**config.mk**
```make
export PLATFORM = sky130hd
export DESIGN_NAME = regfile_write_arbiter_flat
export DESIGN_NICKNAME = d
export VERILOG_FILES = /design/src/rtl/regfile_write_arbiter_if.sv /design/src/rtl/regfile_write_arbiter.sv /design/src/flat_wrapper.sv
export SDC_FILE = /design/constraint.sdc
export NUM_CORES = 1
export LEC_CHECK = 0
export ABC_AREA = 1
export BUFFER_PORTS_ARGS = -buffer_cell sky130_fd_sc_hd__buf_2
export CAP_MARGIN = 10
export CORE_UTILIZATION = 41
export DETAILED_ROUTE_END_ITERATION = 8
export MAX_ROUTING_LAYER = met4
export PLACE_DENSITY = 0.89
export RECOVER_POWER = 50
export SYNTH_ARGS = -nofsm -noshare
export SYNTH_HDL_FRONTEND = slang
export SYNTH_SLANG_ARGS = --single-unit
```
**constraint.sdc**
```tcl
create_clock -name clk -period 1.4 [get_ports clk]
set_clock_uncertainty 0.2 [all_clocks]
set_input_delay 0.07 -clock clk [delete_from_list [all_inputs] [get_ports clk]]
set_output_delay 0.07 -clock clk [all_outputs]
set_load 0.005 [all_outputs]
```
**src/rtl/regfile_write_arbiter_if.sv**
```systemverilog
`default_nettype none
// ============================================================================
// Module   : regfile_write_arbiter_if
// Purpose  : Requester handshakes, clear request and RegFile write port bundle.
// Revision : 1.0 - initial release
// ============================================================================
interface regfile_write_arbiter_if #(
    parameter int DATA_W = 16,
    parameter int ADDR_W = 4
);
    logic              reqa_valid;
    logic [ADDR_W-1:0] reqa_addr;
    logic [DATA_W-1:0] reqa_data;
    logic              reqa_ready;

    logic              reqb_valid;
    logic [ADDR_W-1:0] reqb_addr;
    logic [DATA_W-1:0] reqb_data;
    logic              reqb_ready;

    logic              clear_req;

    logic              rf_en;
    logic [ADDR_W-1:0] rf_addr;
    logic [DATA_W-1:0] rf_load;
    logic              busy;
    logic              last_grant_b;

    // Requester / writeback side.
    modport master (
        output reqa_valid, reqa_addr, reqa_data,
        output reqb_valid, reqb_addr, reqb_data,
        output clear_req,
        input  reqa_ready, reqb_ready,
        input  rf_en, rf_addr, rf_load, busy, last_grant_b
    );

    // Arbiter side.
    modport slave (
        input  reqa_valid, reqa_addr, reqa_data,
        input  reqb_valid, reqb_addr, reqb_data,
        input  clear_req,
        output reqa_ready, reqb_ready,
        output rf_en, rf_addr, rf_load, busy, last_grant_b
    );
endinterface
`default_nettype wire

```
**src/rtl/regfile_write_arbiter.sv**
```systemverilog
`default_nettype none
// ============================================================================
// Module   : regfile_write_arbiter
// Purpose  : Round-robin owner of the RegFile write port with a clear walk.
// Revision : 1.0 - initial release
// ============================================================================
module regfile_write_arbiter #(
    parameter int DATA_W   = 16,
    parameter int ADDR_W   = 4,
    parameter int NUM_REGS = 16
) (
    input  wire logic              clk,
    input  wire logic              rst,
    regfile_write_arbiter_if.slave bus
);

    typedef enum logic [0:0] {
        ST_CLEAR = 1'b0,
        ST_SERVE = 1'b1
    } state_t;

    localparam logic [ADDR_W-1:0] c_LAST_ADDR = ADDR_W'(NUM_REGS - 1);

    state_t            r_state;
    logic [ADDR_W-1:0] r_cnt;
    logic              r_rf_en;
    logic [ADDR_W-1:0] r_rf_addr;
    logic [DATA_W-1:0] r_rf_load;
    logic              r_last_grant_b;

    state_t            w_state_nxt;
    logic [ADDR_W-1:0] w_cnt_nxt;
    logic              w_rf_en_nxt;
    logic [ADDR_W-1:0] w_rf_addr_nxt;
    logic [DATA_W-1:0] w_rf_load_nxt;
    logic              w_last_grant_b_nxt;
    logic              w_ready_a;
    logic              w_ready_b;

    always_ff @(posedge clk) begin
        if (rst) begin
            r_state        <= ST_CLEAR;
            r_cnt          <= '0;
            r_rf_en        <= 1'b0;
            r_rf_addr      <= '0;
            r_rf_load      <= '0;
            r_last_grant_b <= 1'b1;
        end else begin
            r_state        <= w_state_nxt;
            r_cnt          <= w_cnt_nxt;
            r_rf_en        <= w_rf_en_nxt;
            r_rf_addr      <= w_rf_addr_nxt;
            r_rf_load      <= w_rf_load_nxt;
            r_last_grant_b <= w_last_grant_b_nxt;
        end
    end

    always_comb begin
        w_state_nxt        = r_state;
        w_cnt_nxt          = r_cnt;
        w_rf_en_nxt        = 1'b0;
        w_rf_addr_nxt      = '0;
        w_rf_load_nxt      = '0;
        w_last_grant_b_nxt = r_last_grant_b;
        w_ready_a          = 1'b0;
        w_ready_b          = 1'b0;

        case (r_state)
            ST_CLEAR: begin
                w_rf_en_nxt   = 1'b1;
                w_rf_addr_nxt = r_cnt;
                if (r_cnt == c_LAST_ADDR) begin
                    w_state_nxt = ST_SERVE;
                    w_cnt_nxt   = '0;
                end else begin
                    w_cnt_nxt   = r_cnt + ADDR_W'(1);
                end
            end

            ST_SERVE: begin
                if (bus.clear_req) begin
                    w_state_nxt = ST_CLEAR;
                    w_cnt_nxt   = '0;
                end else begin
                    // On a tie, the side that did not win last time goes first.
                    w_ready_a = bus.reqa_valid && (!bus.reqb_valid || r_last_grant_b);
                    w_ready_b = bus.reqb_valid && (!bus.reqa_valid || !r_last_grant_b);
                end

                if (w_ready_a) begin
                    w_rf_en_nxt        = 1'b1;
                    w_rf_addr_nxt      = bus.reqa_addr;
                    w_rf_load_nxt      = bus.reqa_data;
                    w_last_grant_b_nxt = 1'b0;
                end else if (w_ready_b) begin
                    w_rf_en_nxt        = 1'b1;
                    w_rf_addr_nxt      = bus.reqb_addr;
                    w_rf_load_nxt      = bus.reqb_data;
                    w_last_grant_b_nxt = 1'b1;
                end
            end

            default: begin
                w_state_nxt = ST_CLEAR;
                w_cnt_nxt   = '0;
            end
        endcase
    end

    assign bus.reqa_ready   = w_ready_a;
    assign bus.reqb_ready   = w_ready_b;
    assign bus.rf_en        = r_rf_en;
    assign bus.rf_addr      = r_rf_addr;
    assign bus.rf_load      = r_rf_load;
    assign bus.busy         = (r_state == ST_CLEAR);
    assign bus.last_grant_b = r_last_grant_b;

endmodule
`default_nettype wire
```
**src/flat_wrapper.sv**
```systemverilog
// flat-port wrapper written by rule: the top's interface ports become plain ports
module regfile_write_arbiter_flat 
#(
    parameter int DATA_W   = 16,
    parameter int ADDR_W   = 4,
    parameter int NUM_REGS = 16
)
  (clk, rst, bus_reqa_valid, bus_reqa_addr, bus_reqa_data, bus_reqb_valid, bus_reqb_addr, bus_reqb_data, bus_clear_req, bus_reqa_ready, bus_reqb_ready, bus_rf_en, bus_rf_addr, bus_rf_load, bus_busy, bus_last_grant_b);
  regfile_write_arbiter_if #(.DATA_W(DATA_W), .ADDR_W(ADDR_W)) bus_i ();
  input  wire logic clk;
  input  wire logic rst;
  input wire logic [$bits(bus_i.reqa_valid)-1:0] bus_reqa_valid;
  input wire logic [$bits(bus_i.reqa_addr)-1:0] bus_reqa_addr;
  input wire logic [$bits(bus_i.reqa_data)-1:0] bus_reqa_data;
  input wire logic [$bits(bus_i.reqb_valid)-1:0] bus_reqb_valid;
  input wire logic [$bits(bus_i.reqb_addr)-1:0] bus_reqb_addr;
  input wire logic [$bits(bus_i.reqb_data)-1:0] bus_reqb_data;
  input wire logic [$bits(bus_i.clear_req)-1:0] bus_clear_req;
  output wire logic [$bits(bus_i.reqa_ready)-1:0] bus_reqa_ready;
  output wire logic [$bits(bus_i.reqb_ready)-1:0] bus_reqb_ready;
  output wire logic [$bits(bus_i.rf_en)-1:0] bus_rf_en;
  output wire logic [$bits(bus_i.rf_addr)-1:0] bus_rf_addr;
  output wire logic [$bits(bus_i.rf_load)-1:0] bus_rf_load;
  output wire logic [$bits(bus_i.busy)-1:0] bus_busy;
  output wire logic [$bits(bus_i.last_grant_b)-1:0] bus_last_grant_b;
  assign bus_i.reqa_valid = bus_reqa_valid;
  assign bus_i.reqa_addr = bus_reqa_addr;
  assign bus_i.reqa_data = bus_reqa_data;
  assign bus_i.reqb_valid = bus_reqb_valid;
  assign bus_i.reqb_addr = bus_reqb_addr;
  assign bus_i.reqb_data = bus_reqb_data;
  assign bus_i.clear_req = bus_clear_req;
  assign bus_reqa_ready = bus_i.reqa_ready;
  assign bus_reqb_ready = bus_i.reqb_ready;
  assign bus_rf_en = bus_i.rf_en;
  assign bus_rf_addr = bus_i.rf_addr;
  assign bus_rf_load = bus_i.rf_load;
  assign bus_busy = bus_i.busy;
  assign bus_last_grant_b = bus_i.last_grant_b;
  regfile_write_arbiter #(.DATA_W(DATA_W), .ADDR_W(ADDR_W), .NUM_REGS(NUM_REGS)) u_core (.clk(clk), .rst(rst), .bus(bus_i));
endmodule
```
==> results.py <==
metrics = {
    "hold_path": {
        "holdPathEnd": "u_core.bus.rf_en",
        "worstHoldStart": "bus_reqb_valid",
        "hold-path-cell-count": 5,
        "hold_path.class": "primary input to flip-flop",
    },
    "placement": {
        "place.gp.congestion": 0.884,
        "io_buffers": 69,
        "dp_slack_ns": 0.0574,
        "dpl-instance-area_um2": 1500,
        "dp_hpwl_mm": 2.14,
    },
    "global_route": {
        "grt_pass1_wl_mm": 5.42,
        "grt-ovfl-total": 0,
        "grt_pass1_vias": 1317,
        "grt_max_degree": 17,
        "antenna_found_initial": 0,
        "gr-usage-all-layers_pct": 26.4,
    },
    "power": {
        "p_leak_uw": 0.000910,
        "p_per_area_nw_per_um2": 695,
        "total_power_uw": 1400,
        "vdd_drop_max_mv": 0.594,
    },
    "sta": {
        "fin_ws_ns": -0.0586,
        "worst_slew_pin_slew_ns": 0.255,
        "fmax_mhz": 686,
        "finalSetupViolCount": 2,
        "fin_crit_sh_pct": 104,
        "hold_viol": 1,
        "relSlewSlack_pct": 83.0,
        "rsz0062_at_grt": "true",
        "hold_slack_ns": -0.00217,
        "layout_min_cycle_time_ns": 1.46,
        "slew_viol_final": 0,
    },
    "setup_path": {
        "start_kind": "flip-flop",
        "reg2reg_from": "u_core.bus.last_grant_b",
        "required_ns": 1.13,
        "slowest_delay_ns": 0.39,
        "r2r-end": "u_core.bus.rf_load[13]",
        "startpoint": "u_core.bus.last_grant_b",
        "cp_max_fo": 5,
        "reg2reg_depth": 5,
        "critical_path.endpoint_type": "output pin",
        "slowest_stage": "dfxtp_4",
        "crit_chain": "nand2_2 > nand3_4 > nor2_2 > buf_2",
        "reg2reg_slack_ns": 0.07,
        "cp.arrival_ns": 1.19,
        "path_class": "flip-flop to output pin",
    },
    "synthesis": {
        "synth_enable_flop_cells": 0,
        "synthTopCellsByCount": "nand2_1, dfxtp_1, a21oi_1",
        "yosysMostFrequentCell": "nand2_1",
        "synthCells": 148,
        "synth_area_um2": 1100,
        "yosysSeqAreaShare_pct": 49.1,
        "synthArstFlopShare_pct": 0,
        "avgSynthCellArea_um2": 7.43,
        "yosys.area.top_type": "dfxtp_1",
        "yosysWarnings": 0,
        "synth_cell_types": 16,
        "ys_ff_latch": 27,
        "yosys-top-cells-area": "dfxtp_1, nand2_1, a21oi_1, nand4_1, nand3_1",
        "postSynthNetCount": 194,
        "synth_top_flop_cell": "dfxtp_1",
        "synth_top_area_share_pct": 49.1,
    },
    "detailed_routing": {
        "drcViolationCount": 0,
        "ant_nets": 0,
        "vias_per_cell": 5.01,
        "vias": 1494,
        "wl_mm": 3.89,
        "drt_iter0_markers": 45,
        "firstDrtPassIters": 4,
        "wl_per_cell_um": 13.1,
    },
    "cells_and_area": {
        "final_area_um2": 2020,
        "seqCellArea_um2": 549,
        "diodes": 0,
        "drive_gt1_share_pct": 33.2,
        "n_fill_cell": 164,
        "final_nets": 315,
        "multi_input_area_um2": 518,
        "area_growth_pct": 83.3,
        "utilization_pct": 80.6,
    },
    "job": {
        "maxCapViolCount": 0,
    },
    "die": {
        "ios": 70,
        "die_w_um": 53.8,
        "core_area_um2": 2500,
        "dieArea_um2": 2890,
        "start_util_pct": 44.0,
        "rows": 18,
        "fp.dieH_um": 53.8,
    },
    "cts": {
        "htree_levels": 1,
        "cts_tree": "done",
        "clock_sinks": 27,
        "cts-buffers-inserted": 3,
        "clock_latency_ns": 0.32,
        "cts_buffer_depth": 2,
        "clkTransAtPathRegs_ns": 0.16,
        "root_buffer": "clkbuf_4",
    },
    "status": {
        "failed_checks": "negative hold slack, negative setup slack",
        "status": "complete, but fails checks",
    },
}
worst max path at each step:
| stage | to | slack, ns | depth (start not counted) |
|---|---|---|---|
| finish | bus_reqb_ready | -0.06 | 4 |
| global route | bus_reqa_ready | -0.13 | 7 |
| CTS | bus_reqa_ready | -0.05 | 7 |
| detailed placement | u_core.bus.rf_load[6] | 0.06 | 5 |
| global placement | u_core.bus.rf_load[13] | 0.09 | 5 |
| floorplan | u_core.bus.rf_load[0] | 0.13 | 7 |
through the flow:
step,cells,setup TNS (ns)
final,298,-0.0993
after global routing,298,-0.391
after CTS,297,-0.0833
after detailed placement,247,0
after global placement,247,0
after floorplan,148,0
cells by family (layout without fill, tap and decap cells):
group / Yosys count / in the layout / share of synthesized area (%)
buf+inv: 14 / 134 / 6.48
fa+ha+maj: 1 / 1 / 1.14
compound gates: 29 / 29 / 13.4
flops: 27 / 27 / 49.1
simple gates: 77 / 77 / 29.8
per-layer routing:
layer  vias up  wire length [µm]  GRT usage (%)
li1        721                 -              -
met5         -                 0              -
met2        83              2100           50.6
met1       678              1410           25.5
met4         0                76           9.65
met3        12               305           5.37
worst max-delay path, delay by kind of cell, from the launching register on:
family,cells,cell delay [ns]
AND/OR/NAND/NOR,3,0.35
flip-flops,1,0.39
buffers and inverters,1,0.13
cell usage in the layout, fill, tap and decap left out, types with 2 or more instances in the layout:
master / n
buf_2: 56
nand2_1: 55
dlygate4sd3_1: 43
dfxtp_1: 24
a21oi_1: 20
clkbuf_1: 12
buf_4: 8
nand3_1: 6
inv_2: 5
nand4_1: 5
nand2_2: 4
inv_1: 4
nor2_1: 4
o21ai_0: 4
a21oi_2: 3
clkbuf_4: 3
dfxtp_4: 2
where the power goes:
group | internal [µW] | switching, µW
logic | 160 | 107
registers | 779 | 10.7
clock network | 109 | 235
timing repair:
action	4_1_cts	5_1_grt
setup endpoints to repair	3	21
pin swaps	1	1
hold buffers	43	0
cloned	0	0
setup buffers	3	1
resized for setup	6	11
hold endpoints to repair	27	0
registers in the layout (all words and copies together), names as in the netlist:
signal and cells:
u_core.bus.rf_en 1, u_core.r_state 1, u_core.bus.last_grant_b 1, u_core.bus.rf_load 16, u_core.r_cnt 4, u_core.bus.rf_addr 4
area by class of cell:
cell class	count	share of cell area (%)
clock buffer	3	1.12
clock inverter	1	0.372
inverter	9	1.68
multi-input combinational	107	25.7
sequential	27	27.3
tap	30	1.86
timing repair buffer	121	42.0
No activity file was read; power rests on OpenSTA's default activity.
